==> src/rtl/video_source_scheduler.sv <==
// video_source_scheduler
//
// Frame-synchronous arbiter between two 24-bit ready/valid pixel sources
// (source 0: pattern generator, source 1: processed-image stream) and a
// single DVI video sink. The raster position of the next pixel is tracked,
// and the granted source only changes at a frame boundary, so no frame is
// ever torn. Page toggles on every completed frame. The pattern generator
// uses it to alternate colour sets.
//
// Optional feature macro: UNDERFLOW_FILL_EN
//   defined   - while ACTIVE, a granted source with Valid low is replaced by
//               FillColor pixels that advance the raster, and UnderflowCount
//               counts them (saturating).
//   undefined - no fill logic. The sink stalls on underflow, and
//               UnderflowCount is tied to 0.
//
// Ports:
//   Clock, Reset           rising-edge clock, synchronous active-low reset
//   Enable                 run request; 0 parks the block at the next frame end
//   Select                 requested source, sampled only at frame boundaries
//   Src0Video/Valid/Ready  source 0 stream
//   Src1Video/Valid/Ready  source 1 stream
//   Video/VideoValid/VideoReady  sink stream
//   ActiveSource           currently granted source
//   PixelX, PixelY         raster position of the next pixel to transfer
//   Page                   frame parity
//   FrameDone              one-cycle pulse after the last pixel of a frame
//   UnderflowCount         saturating count of fill pixels emitted
//   DebugState             current FSM state (0 IDLE, 1 ACTIVE, 2 SWITCH)
//
// Handshake: a beat moves on any cycle where valid and ready are both high.
// A producer holds its data stable while valid is high and ready is low.
// Ready never depends on the same interface's valid. While ACTIVE, the
// granted source's Ready is the sink's VideoReady, passed through
// combinationally with zero latency.

module video_source_scheduler #(
    parameter int          Width     = 800,
    parameter int          Height    = 600,
    parameter int          XW        = 10,
    parameter int          YW        = 10,
    parameter logic [23:0] FillColor = 24'h000000
) (
    input  logic          Clock,
    input  logic          Reset,
    input  logic          Enable,
    input  logic          Select,
    input  logic [23:0]   Src0Video,
    input  logic          Src0Valid,
    output logic          Src0Ready,
    input  logic [23:0]   Src1Video,
    input  logic          Src1Valid,
    output logic          Src1Ready,
    output logic [23:0]   Video,
    output logic          VideoValid,
    input  logic          VideoReady,
    output logic          ActiveSource,
    output logic [XW-1:0] PixelX,
    output logic [YW-1:0] PixelY,
    output logic          Page,
    output logic          FrameDone,
    output logic [15:0]   UnderflowCount,
    output logic [1:0]    DebugState
);

    typedef enum logic [1:0] {
        IDLE   = 2'd0,
        ACTIVE = 2'd1,
        SWITCH = 2'd2
    } state_t;

    state_t state;

    logic        grantValid;
    logic [23:0] grantVideo;
    logic        transfer;
    logic        lastX;
    logic        lastY;
    logic        lastPixel;
`ifdef UNDERFLOW_FILL_EN
    logic        fillPixel;
`endif

    assign DebugState = state;

    assign grantValid = ActiveSource ? Src1Valid : Src0Valid;
    assign grantVideo = ActiveSource ? Src1Video : Src0Video;

    // Sink-side mux. Outside ACTIVE, everything is idle and Video is forced to 0.
    always_comb begin
        Video      = 24'h000000;
        VideoValid = 1'b0;
        Src0Ready  = 1'b0;
        Src1Ready  = 1'b0;
`ifdef UNDERFLOW_FILL_EN
        fillPixel  = 1'b0;
`endif
        if (state == ACTIVE) begin
            Video      = grantVideo;
            VideoValid = grantValid;
            if (ActiveSource) begin
                Src1Ready = VideoReady;
            end else begin
                Src0Ready = VideoReady;
            end
`ifdef UNDERFLOW_FILL_EN
            // Substitute a fill pixel so the sink never sees a gap.
            if (!grantValid) begin
                Video      = FillColor;
                VideoValid = 1'b1;
                fillPixel  = 1'b1;
            end
`endif
        end
    end

    assign transfer  = VideoValid && VideoReady;
    assign lastX     = (PixelX == XW'(Width - 1));
    assign lastY     = (PixelY == YW'(Height - 1));
    assign lastPixel = transfer && lastX && lastY;

    always_ff @(posedge Clock) begin
        if (!Reset) begin
            state          <= IDLE;
            PixelX         <= '0;
            PixelY         <= '0;
            Page           <= 1'b0;
            ActiveSource   <= 1'b0;
            FrameDone      <= 1'b0;
`ifdef UNDERFLOW_FILL_EN
            UnderflowCount <= 16'h0000;
`endif
        end else begin
            FrameDone <= lastPixel;
            case (state)
                IDLE: begin
                    if (Enable) begin
                        ActiveSource <= Select;
                        state        <= ACTIVE;
                    end
                end
                ACTIVE: begin
                    if (transfer) begin
                        if (lastX) begin
                            PixelX <= '0;
                            if (lastY) begin
                                // Frame boundary. This is the only point where
                                // Enable and Select are acted on.
                                PixelY <= '0;
                                Page   <= ~Page;
                                if (!Enable) begin
                                    state <= IDLE;
                                end else if (Select != ActiveSource) begin
                                    state <= SWITCH;
                                end
                            end else begin
                                PixelY <= PixelY + 1'b1;
                            end
                        end else begin
                            PixelX <= PixelX + 1'b1;
                        end
`ifdef UNDERFLOW_FILL_EN
                        if (fillPixel && (UnderflowCount != 16'hFFFF)) begin
                            UnderflowCount <= UnderflowCount + 16'h0001;
                        end
`endif
                    end
                end
                SWITCH: begin
                    // A single bubble cycle. The grant flips as the next frame
                    // starts.
                    ActiveSource <= ~ActiveSource;
                    state        <= ACTIVE;
                end
                default: begin
                    state <= IDLE;
                end
            endcase
        end
    end

`ifndef UNDERFLOW_FILL_EN
    assign UnderflowCount = 16'h0000;
`endif

endmodule

==> config.mk <==
export PLATFORM = sky130hd
export DESIGN_NAME = video_source_scheduler
export DESIGN_NICKNAME = d
export VERILOG_FILES = /design/src/rtl/video_source_scheduler.sv
export SDC_FILE = /design/constraint.sdc
export NUM_CORES = 1
export LEC_CHECK = 0
export BUFFER_PORTS_ARGS = -buffer_cell sky130_fd_sc_hd__buf_2
export CORE_MARGIN = 3
export CORE_UTILIZATION = 45
export CTS_CLUSTER_SIZE = 16
export DETAILED_ROUTE_END_ITERATION = 12
export HOLD_SLACK_MARGIN = 0.1
export PLACE_DENSITY = 0.86
export SYNTH_ARGS = -nofsm -noshare
export SYNTH_HDL_FRONTEND = slang
export SYNTH_SLANG_ARGS = --single-unit
==> constraint.sdc <==
create_clock -name Clock -period 2.8 [get_ports Clock]
set_clock_uncertainty 0.2 [all_clocks]
set_input_delay 0.14 -clock Clock [delete_from_list [all_inputs] [get_ports Clock]]
set_output_delay 0.14 -clock Clock [all_outputs]
set_load 0.02 [all_outputs]
-- Word level (Yosys, flattened, before mapping)
Cells that the tools add are included.
- bits in registers: 25
- input bits: 55
- output and inout bits: 68
- word-level logic and storage cells: 49
- add/sub/neg operators: 2
- equal/unequal tests: 10
- multiplexer cells: 19
- bitwise gates (word level): 2
- reduce and logical (&&, ||, !) cells: 10
- operator list (operator ; number):
    24-bit 2-to-1 mux ; 2
    10-bit by 1-bit adder with 10-bit output (second input constant) ; 2
    10-bit equality test (second input constant) ; 2
    10-bit 2-to-1 mux ; 2
    2-bit 2-to-1 mux ; 6
    2-bit != test (second input constant) ; 4
    1-bit 2-to-1 mux ; 7
    2-bit case mux with 3 select lines ; 1
    5-bit AND reduction ; 1
    2-bit AND reduction ; 2
    4-bit AND reduction ; 1
    1-bit logical AND ; 3
    3-bit by 2-bit != test with 1-bit output (second input constant) ; 1
    3-bit AND reduction ; 1
    2-bit by 1-bit equality test with 1-bit output (second input constant) ; 1
    2-bit equality test (second input constant) ; 1
    2-bit zero test ; 1
    1-bit NOT ; 2
    1-bit case mux with 2 select lines ; 1
    2-bit nonzero test ; 1
    1-bit != test ; 1

-- Longest topological paths before layout
Gate-level depths: netlist (run 1).
- depth in word-level cells: 7
- depth in mapped cells: 6
- gate-level depth less buffers: 5

-- Worst setup path after synthesis (run 1)
No wires, ideal clock.
- path kind: reg2reg
- from: register PixelX[0]
- to: register PixelY[2]
- setup time: 0.070 ns
- data arrival time: 1.777 ns
- data required time: 2.530 ns
- path slack: 0.753 ns
- cell stages (with the launch flop): 7
- buffers on the path: 1
- period minus slack after synthesis: 2.047 ns
- cells stage by stage: dfxtp_1 > ha_1 > and3_1 > nand3_2 > buf_2 > or4_1 > a21oi_1
- cells in the longest elaborated chain, start to end: 2
- RTL lines (what ; RTL line ; text):
    from (decl) ; 58 ; output logic [XW-1:0] PixelX,
    from (signal assigned) ; 160 ; PixelX <= PixelX + 1'b1;
    10-bit equality test ; 118 ; assign lastX = (PixelX == XW'(Width - 1));
    3-bit AND reduction (no source line) ; -- ;
    to (signal assigned) ; 157 ; PixelY <= PixelY + 1'b1;
    to (decl) ; 59 ; output logic [YW-1:0] PixelY,
No other way between the ends.
A chain may end at the register's enable or synchronous reset.

-- Worst setup path in the final report (run 1)
- from: register state[0], in the netlist DebugState[0]
- to: register state[1], in the netlist DebugState[1]
- cells in the longest elaborated chain, start to end: 5
- elaborated cells on any way between the ends: 12
- those cells by class: eq/ne (7); mux (2); reduce/logical (3)
- RTL lines (what ; RTL line ; text):
    from (decl) ; 72 ; state_t state;
    from (signal assigned) ; 124 ; state <= IDLE;
    from (signal assigned) ; 139 ; state <= ACTIVE;
    from (signal assigned) ; 152 ; state <= IDLE;
    2-bit by 1-bit equality test with 1-bit output ; 98, 135 ;
    1-bit 2-to-1 mux ; 98 ; if (state == ACTIVE) begin
    1-bit logical AND ; 117 ; assign transfer = VideoValid && VideoReady;
    2-bit != test (no source line) ; -- ;
    5-bit AND reduction (no source line) ; -- ;
Several ways; a longest one is shown, not always the timed one.

==> impl_metrics.json, run 1 <==
{
  "p_sw_w": 0.000263,
  "area_growth_pct": 31.1,
  "yosysTopAreaCell": "dfxtp_1",
  "io_buffers": 106,
  "grt_pass1_wl_um": 8400,
  "grt-ovfl-total": 0,
  "path_class": "reg2reg",
  "place_inst": 368,
  "crit_start": "DebugState[0]",
  "antenna_found_initial": 0,
  "cts_tree": "yes",
  "power_frac_seq": 0.451,
  "critPathSlowestCell": "dlygate4sd3_1",
  "status": "completed",
  "rr_startpoint": "DebugState[0]",
  "die_area_sq_mm": 0.00480,
  "netlist_instances": 223,
  "drt_first_pass_iters": 4,
  "gp_congestion": 0.817,
  "path_buf_inv": 1,
  "fmaxAchievable_ghz": 0.400,
  "hold_viol_final": 0,
  "period_minus_slack_ns": 2.50,
  "syn-cell-area_sq_mm": 0.00180,
  "whs_ns": 0.119,
  "drc_errors": 0,
  "r2r_end": "DebugState[1]",
  "grt_max_degree": 32,
  "htree_levels": 1,
  "pwr-share-comb": 0.278,
  "crit_path_end": "DebugState[1]",
  "synth_edf_count": 0,
  "hold_path_class": "in2reg",
  "maxSlewHeadroom": 0.461,
  "drive_gt1_frac": 0.361,
  "grt_pass1_vias": 1860,
  "path_cells": "and3b_1 -> nand4b_4 -> nor4_1 -> and3_1 -> dlygate4sd3_1",
  "synth_top_cell_area_share": 0.278,
  "max_stage_delay_ns": 0.54,
  "setup_violations": 0,
  "drtAntennaViolNets": 0,
  "io_pins": 123,
  "rsz0062_at_grt": "no",
  "cp_top_family": "simple AND/OR/NAND/NOR gates",
  "ys_ff_latch": 25,
  "seq_area_frac_synth": 0.278,
  "dpl.hpwl_um": 4090,
  "setup.worst_path.end_class": "register",
  "wl_per_cell_um": 13.6,
  "start_util": 0.477,
  "clock-root-buffer": "clkbuf_8",
  "clk_latency_ns": 0.28,
  "via_count": 1965,
  "clk_pin_slew_ns": 0.09,
  "cts_buffers": 3,
  "viasPerCell": 5.24,
  "tns_ns": 0,
  "crit_required_ns": 2.82,
  "antenna_cells": 0,
  "core_area_sq_mm": 0.00377,
  "switching_share": 0.327,
  "finalCritPeriodShare": 0.894,
  "clock_sinks": 25,
  "synth_ff_type": "dfxtp_1",
  "nets": 385,
  "worst-path-stages": 5,
  "die_w_um": 69.3,
  "clockPowerShare": 0.271,
  "clk_path_buf_depth": 2,
  "drv_slew": 0,
  "tightest_slew_ns": 0.807,
  "synthTopCellsByArea": "dfxtp_1 28%, mux2i_1 14%, nor2_1 8.1%",
  "p_leak_nw": 1.11,
  "reg2reg_slack_ns": 0.30,
  "post_cts_buffers": 0,
  "powerDensity_mw_per_mm2": 341,
  "yosysWarningCount": 0,
  "fill_cells": 337,
  "routed_wl_um": 5090,
  "drt_first_iter_violations": 105,
  "vdd_drop_max_mv": 0.161,
  "p_int_w": 0.000542,
  "synthArstFlopShare": 0,
  "r2r_cells": 5,
  "startpoint_type": "register",
  "netlist-cell-type-count": 41,
  "grt_use_total": 0.212,
  "cp.arrival_ns": 2.53,
  "syn_avg_cell_area_sq_um": 8.07,
  "worstPathMaxFanout": 14,
  "die_h_um": 69.3,
  "drv_cap": 0,
  "final_cells": 375,
  "std_cell_rows": 22
}
[what timing repair did]
item | 4_1_cts | 5_1_grt
hold buffers | 3 | 0
gates resized for setup | 0 | 0
hold endpoints to repair | 16 | 0
[cells in the mapped netlist (2+ instances only)]
library cell,count
and2_1,3
nand2_1,9
o31ai_1,9
clkbuf_1,2
ha_1,2
a31oi_1,2
o21ai_0,6
xor2_1,5
nand3_1,10
dfxtp_1,25
nand4_1,5
xnor2_1,3
inv_1,5
or4_1,8
nor4_1,2
buf_2,4
and3_1,5
a21oi_1,14
buf_4,17
or3_1,4
nor2_1,39
mux2i_1,25
[placed cells by master, fill, tap and decap left out, types with 6 or more instances in the layout]
cell	synthesis	layout
nand2_1	9	9
a21oi_1	14	14
dfxtp_1	25	25
o31ai_1	9	9
mux2i_1	25	25
o21ai_0	6	6
nand3_1	10	10
buf_2	4	106
or4_1	8	8
nor2_1	39	39
conb_1	1	16
[worst min-delay path by stage]
stage,start,to,slack (ns),depth (start not counted)
finish,Select,ActiveSource,0.12,4
global route,Select,ActiveSource,0.16,4
CTS,Select,ActiveSource,0.12,4
detailed placement,Enable,DebugState[1],0.23,2
global placement,Enable,DebugState[1],0.23,2
floorplan,Enable,DebugState[1],0.09,1
[sequential cells by signal (all words and copies together) (netlist names)]
| signal | cells |
|---|---|
| ActiveSource | 1 |
| DebugState | 2 |
| FrameDone | 1 |
| Page | 1 |
| PixelX | 10 |
| PixelY | 10 |
[power groups by stage]
stage | Sequential, W | Combinational (W) | Clock [W]
2_1_floorplan | 0.000375 | 0.000152 | 0
3_3_place_gp | 0.000371 | 0.000220 | 0
3_5_place_dp | 0.000371 | 0.000222 | 0
4_1_cts | 0.000363 | 0.000225 | 0.000225
5_1_grt | 0.000364 | 0.000243 | 0.000239
6_report | 0.000363 | 0.000224 | 0.000218
[tightest hold or removal path: cells and delay by family]
| kind | cells | cell delay [ns] |
|---|---|---|
| AO/OA/AOI/OAI | 2 | 0.24 |
| buffers and inverters | 1 | 0.09 |
| AND/OR/NAND/NOR | 1 | 0.08 |
[metal layers]
metal,up-vias,track usage,part of all wire
met5,-,0,0
li1,978,-,-
met3,11,0.0493,0.074
met1,893,0.244,0.39
met2,83,0.374,0.50
met4,0,0.0889,0.029
[kinds of logic (layout without fill, tap and decap cells)]
| family | count (synthesis) | after routing | share of synthesized area |
|---|---|---|---|
| multiplexers | 26 | 26 | 0.145 |
| AO/OA/AOI/OAI | 36 | 36 | 0.124 |
| adder cells (fa/ha/maj) | 2 | 2 | 0.0139 |
| flip-flops | 25 | 25 | 0.278 |
| XOR/XNOR | 8 | 8 | 0.0389 |
| buffers and inverters | 30 | 119 | 0.105 |
| AND/OR/NAND/NOR | 95 | 95 | 0.293 |
| other | 1 | 16 | 0.00208 |
[through the flow]
step | utilization | worst slack [ns] | cell area [sq um] | total power [W]
2_1_floorplan | - | 0.753 | 1860 | 0.000527
3_3_place_gp | 0.606 | 0.676 | 2280 | 0.000591
3_5_place_dp | 0.606 | 0.602 | 2280 | 0.000593
4_1_cts | 0.626 | 0.270 | 2360 | 0.000813
5_1_grt | 0.626 | 0.0436 | 2360 | 0.000846
6_report | 0.626 | 0.297 | 2360 | 0.000805
[cell type report]
cell class | instances | area [sq um] | area share
multi-input combinational | 183 | 1170 | 0.494
tap | 48 | 60.1 | 0.0254
inverter | 5 | 18.8 | 0.00795
clock buffer | 3 | 41.3 | 0.0175
timing repair buffer | 110 | 568 | 0.241
sequential | 25 | 500 | 0.212
clock inverter | 1 | 5.00 | 0.00212
(Power assumes the default switching activity.)
==> run 2: changes to the inputs <==
==> config.mk (replaced) <==
export PLATFORM = sky130hd
export DESIGN_NAME = video_source_scheduler
export DESIGN_NICKNAME = d
export VERILOG_FILES = /design/src/rtl/video_source_scheduler.sv
export SDC_FILE = /design/constraint.sdc
export NUM_CORES = 1
export LEC_CHECK = 0
export CORE_MARGIN = 3
export CORE_UTILIZATION = 52
export CTS_CLUSTER_SIZE = 16
export DETAILED_ROUTE_END_ITERATION = 12
export DONT_BUFFER_PORTS = 1
export HOLD_SLACK_MARGIN = 0.1
export PLACE_DENSITY = 0.67
export SYNTH_ARGS = -nofsm -noshare
export SYNTH_HDL_FRONTEND = slang
export SYNTH_SLANG_ARGS = --single-unit
==> run 2 against run 1 <==
Global-route usage up 1.0 points; wire length fell by 6.8%; hold slack improved by 0.052 ns; final area shrank 21%; worst setup slack worse by 0.071 ns; via count fell by 17%; fmax down 2.8%; cell count is 27% lower; core utilization is 3.7 points lower; first-iteration DRC count increased by 53%; sequential share of layout area grew 5.6 points.
==> impl_metrics.json, run 2 (synthesized netlist as in run 1, its figures left out) <==
{
  "io_pins": 123,
  "drv_cap": 0,
  "core_area_sq_mm": 0.00318,
  "period_minus_slack_ns": 2.57,
  "io_buffers": 0,
  "drtAntennaViolNets": 0,
  "std_cell_rows": 20,
  "path_buf_inv": 1,
  "hold_viol_final": 0,
  "startpoint_type": "register",
  "path_cells": "ha_1 -> and3_1 -> nand2_1 -> nor4_1 -> and3_1 -> dlygate4sd3_1",
  "die_w_um": 64.8,
  "clock-root-buffer": "clkbuf_4",
  "cp_top_family": "simple AND/OR/NAND/NOR gates",
  "antenna_cells": 0,
  "grt_pass1_vias": 1607,
  "tightest_slew_ns": 0.740,
  "setup.worst_path.end_class": "register",
  "die_area_sq_mm": 0.00420,
  "layout_common_cells": "39 x nor2_1, 25 x mux2i_1, 24 x dfxtp_1, 16 x conb_1, 14 x a21oi_1",
  "htree_levels": 1,
  "grt-ovfl-total": 0,
  "grt_pass1_wl_um": 7580,
  "viasPerCell": 6.02,
  "hold_path_class": "in2reg",
  "crit_required_ns": 2.88,
  "dpl.hpwl_um": 3810,
  "cp.arrival_ns": 2.65,
  "drt_first_pass_iters": 4,
  "critPathSlowestCell": "dfxtp_1",
  "setup_violations": 0,
  "fmaxAchievable_ghz": 0.388,
  "post_cts_buffers": 0,
  "die_h_um": 64.8,
  "status": "completed",
  "p_leak_nw": 0.651,
  "worst_slack_ns": 0.226,
  "pre_cts_ws_ns": 0.513,
  "gp_congestion": 0.850,
  "max_stage_delay_ns": 0.53,
  "clock_sinks": 25,
  "drc_errors": 0,
  "vdd_drop_max_mv": 0.135,
  "area_growth_pct": 4.03,
  "nets": 286,
  "wl_per_cell_um": 17.4,
  "clk_pin_slew_ns": 0.14,
  "cts_buffers": 3,
  "drv_slew": 0,
  "drt_first_iter_violations": 161,
  "cts_tree": "yes",
  "routed_wl_um": 4740,
  "clk_path_buf_depth": 2,
  "grt_use_total": 0.222,
  "final_common_cell": "nor2_1",
  "tns_ns": 0,
  "drive_gt1_frac": 0.0658,
  "grt_max_degree": 32,
  "worstPathMaxFanout": 6,
  "path_class": "reg2reg",
  "fill_cells": 311,
  "start_util": 0.567,
  "crit_top_cell": "and3_1",
  "rsz0062_at_grt": "no",
  "powerDensity_mw_per_mm2": 372,
  "finalCritPeriodShare": 0.919,
  "maxSlewHeadroom": 0.505,
  "antenna_found_initial": 0,
  "clk_latency_ns": 0.32,
  "via_count": 1637
}
[run 2: worst paths after layout]
check	cells past startpoint	endpoint	slack [ns]	start
worst max-delay path	6	DebugState[1]	0.23	PixelX[0]
worst min-delay path	4	PixelX[1]	0.17	Src1Valid
worst max register to register	6	DebugState[1]	0.23	PixelX[0]
worst min register to register	2	PixelY[9]	0.41	PixelY[9]
[run 2: power breakdown]
| group | total [W] | internal [W] | switching (W) |
|---|---|---|---|
| Sequential | 0.000363 | 0.000359 | 0.00000365 |
| Clock | 0.000165 | 0.0000536 | 0.000112 |
| Combinational | 0.000168 | 0.0000441 | 0.000124 |
| Total | 0.000697 | 0.000457 | 0.000240 |
[run 2: through the flow]
stage	power (W)	util	area (sq um)	hold slack, ns	cells
after floorplan	0.000527	-	1860	0.0859	238
after global placement	0.000526	0.556	1770	0.0968	260
after detailed placement	0.000529	0.556	1770	0.109	260
after CTS	0.000703	0.589	1870	0.126	272
after global routing	0.000730	0.589	1870	0.197	272
final	0.000697	0.589	1870	0.171	272
[run 2: cell type report]
| cell class | instances | area [sq um] | area share |
|---|---|---|---|
| clock buffers | 3 | 22.5 | 0.0120 |
| clock inverters | 1 | 5.00 | 0.00267 |
| inverters | 5 | 18.8 | 0.0100 |
| multi-input cells | 183 | 1170 | 0.623 |
| flip-flops and latches | 25 | 502 | 0.268 |
| well taps | 44 | 55.1 | 0.0294 |
| repair buffers | 11 | 103 | 0.0548 |
[run 2: per-layer routing]
layer | global-route usage | up-vias | part of all wire
met3 | 0.0329 | 11 | 0.064
met1 | 0.247 | 768 | 0.38
met5 | 0 | - | 0
met4 | 0.0950 | 0 | 0.026
met2 | 0.415 | 77 | 0.53
li1 | - | 781 | -
[run 2: worst reg2reg max path: stages, from the launching register on]
cell	delay, ns
dfxtp_1	0.53
ha_1	0.25
and3_1	0.28
nand2_1	0.17
nor4_1	0.37
and3_1	0.21
dlygate4sd3_1	0.53
[run 2: repair_timing]
item,CTS,global route
gates resized for setup,0,0
hold endpoints to repair,25,0
hold buffers,8,0
==> run 3: changes to the inputs <==
--- a/config.mk
+++ b/config.mk
@@ -5,6 +5,7 @@
 export SDC_FILE = /design/constraint.sdc
 export NUM_CORES = 1
 export LEC_CHECK = 0
+export CORE_ASPECT_RATIO = 1.25
 export CORE_MARGIN = 3
 export CORE_UTILIZATION = 52
 export CTS_CLUSTER_SIZE = 16
@@ -12,6 +13,7 @@
 export DONT_BUFFER_PORTS = 1
 export HOLD_SLACK_MARGIN = 0.1
 export PLACE_DENSITY = 0.67
+export REMOVE_ABC_BUFFERS = 1
 export SYNTH_ARGS = -nofsm -noshare
 export SYNTH_HDL_FRONTEND = slang
 export SYNTH_SLANG_ARGS = --single-unit
==> run 3 against run 2 <==
Sequential share of layout area decreased by 0.11 points; first-iteration DRC count decreased by 50%; critical path depth unchanged; via count decreased by 1.1%; combinational power about the same; total power increased by 7.5%.
==> impl_metrics.json, run 3 (synthesized netlist as in run 1, its figures left out) <==
{
  "status": "completed",
  "path_cells": "ha_1 -> and3_1 -> nand2_1 -> o311ai_0 -> a21oi_1 -> dlygate4sd3_1",
  "clk_latency_ns": 0.27,
  "fill_cells": 318,
  "io_pins": 123,
  "drive_gt1_frac": 0.0617,
  "htree_levels": 1,
  "dpl.hpwl_um": 3660,
  "antenna_cells": 0,
  "rsz0062_at_grt": "no",
  "start_util": 0.554,
  "grt_pass1_wl_um": 7450,
  "whs_ns": 0.240,
  "critPathSlowestCell": "dlygate4sd3_1",
  "antenna_found_initial": 0,
  "layout_common_cells": "39 x nor2_1, 25 x mux2i_1, 24 x dfxtp_1, 16 x conb_1, 14 x a21oi_1",
  "die_w_um": 58.6,
  "gp_congestion": 0.888,
  "finalPower_w": 0.000749,
  "clock-root-buffer": "clkbuf_8",
  "setup_violations": 0,
  "tns_ns": 0,
  "routed_wl_um": 4690,
  "crit_required_ns": 2.76,
  "tightest_slew_ns": 0.755,
  "clk_path_buf_depth": 2,
  "nets": 285,
  "grt_max_degree": 32,
  "via_count": 1619,
  "r2r_cells": 6,
  "drv_cap": 0,
  "die_h_um": 71.8,
  "period_minus_slack_ns": 2.61,
  "hold_path_class": "in2reg",
  "drt_first_iter_violations": 81,
  "grt_pass1_vias": 1651,
  "die_area_sq_mm": 0.00421,
  "clk_pin_slew_ns": 0.09,
  "rr_startpoint": "PixelX[0]",
  "hold_viol_final": 0,
  "fmaxAchievable_ghz": 0.383,
  "maxSlewHeadroom": 0.495,
  "final_common_cell": "nor2_1",
  "drv_slew": 0,
  "powerDensity_mw_per_mm2": 398,
  "reg2reg_slack_ns": 0.19,
  "holdPathStages": 4,
  "p_leak_nw": 0.650,
  "max_stage_delay_ns": 0.56,
  "drtAntennaViolNets": 0,
  "drc_errors": 0,
  "cp.arrival_ns": 2.58,
  "holdPathEnd": "PixelX[5]",
  "startpoint_type": "register",
  "viasPerCell": 6.13,
  "clock_sinks": 25,
  "core_area_sq_mm": 0.00325,
  "finalCritPeriodShare": 0.934,
  "area_growth_pct": 4.45,
  "wl_per_cell_um": 17.7,
  "worstPathMaxFanout": 6,
  "std_cell_rows": 23,
  "grt-ovfl-total": 0,
  "fin_util": 0.578,
  "grt_use_total": 0.224,
  "r2r_end": "DebugState[0]",
  "path_class": "reg2reg",
  "io_buffers": 0,
  "hold_start": "VideoReady",
  "worst_slack_ns": 0.186,
  "cts_tree": "yes",
  "pre_cts_ws_ns": 0.521,
  "vdd_drop_max_mv": 0.276,
  "cts_buffers": 3,
  "setup.worst_path.end_class": "register",
  "drt_first_pass_iters": 4
}
==> run 3: changes by cell type in the layout (fill, tap and decap cells not counted), sizes merged <==
cell / change
buf: -1
clkbuf: +1
clkinv: -1
==> run 3: critical path, delay by kind of cell (launching register included) <==
family | cells | cell delay, ns
AOI/OAI and AO/OA | 2 | 0.50
adders and majority gates | 1 | 0.25
buffers and inverters | 1 | 0.56
DFF | 1 | 0.53
and+or+nand+nor | 2 | 0.46
==> run 3: what timing repair did <==
| action | CTS | global route |
|---|---|---|
| setup buffers | 0 | 0 |
| endpoints found under the setup margin | 0 | 1 |
| gates resized for setup | 0 | 1 |
| endpoints found under the hold margin | 25 | 0 |
| hold buffers | 8 | 0 |
==> run 3: worst max path at each step <==
stage / from / to / slack [ns] / depth (start not counted)
after global routing: PixelX[0] / DebugState[0] / 0.008 / 6
final: PixelX[0] / DebugState[0] / 0.19 / 6
after detailed placement: PixelX[0] / PixelY[3] / 0.52 / 5
after global placement: PixelX[0] / PixelY[0] / 0.59 / 5
after floorplan: ActiveSource / PixelY[5] / -0.05 / 4
after CTS: PixelX[0] / DebugState[1] / 0.12 / 6
==> run 3: through the flow <==
stage	std cells	area [sq um]
2_1_floorplan	213	1690
3_3_place_gp	252	1750
3_5_place_dp	252	1750
4_1_cts	264	1870
5_1_grt	264	1880
6_report	264	1880
==> run 3: report_power, final <==
part / internal (W) / switching, W
logic: 0.0000445 / 0.000124
clock network: 0.000102 / 0.000115
registers: 0.000359 / 0.00000391
==> run 3: final cells by class <==
| cell class | instances | area [sq um] | share of cell area |
|---|---|---|---|
| Clock buffer | 4 | 45.0 | 0.0240 |
| Sequential cell | 25 | 502 | 0.267 |
| Tap cell | 37 | 46.3 | 0.0246 |
| Timing Repair Buffer | 10 | 95.1 | 0.0506 |
| Multi-Input combinational cell | 183 | 1170 | 0.624 |
| Inverter | 5 | 18.8 | 0.00998 |
==> run 3: routing by layer <==
| metal | up-vias | track usage | wire [um] |
|---|---|---|---|
| li1 | 780 | - | - |
| met5 | - | 0 | 0 |
| met3 | 4 | 0.0306 | 344 |
| met1 | 754 | 0.267 | 1840 |
| met4 | 0 | 0.0856 | 49 |
| met2 | 81 | 0.399 | 2450 |
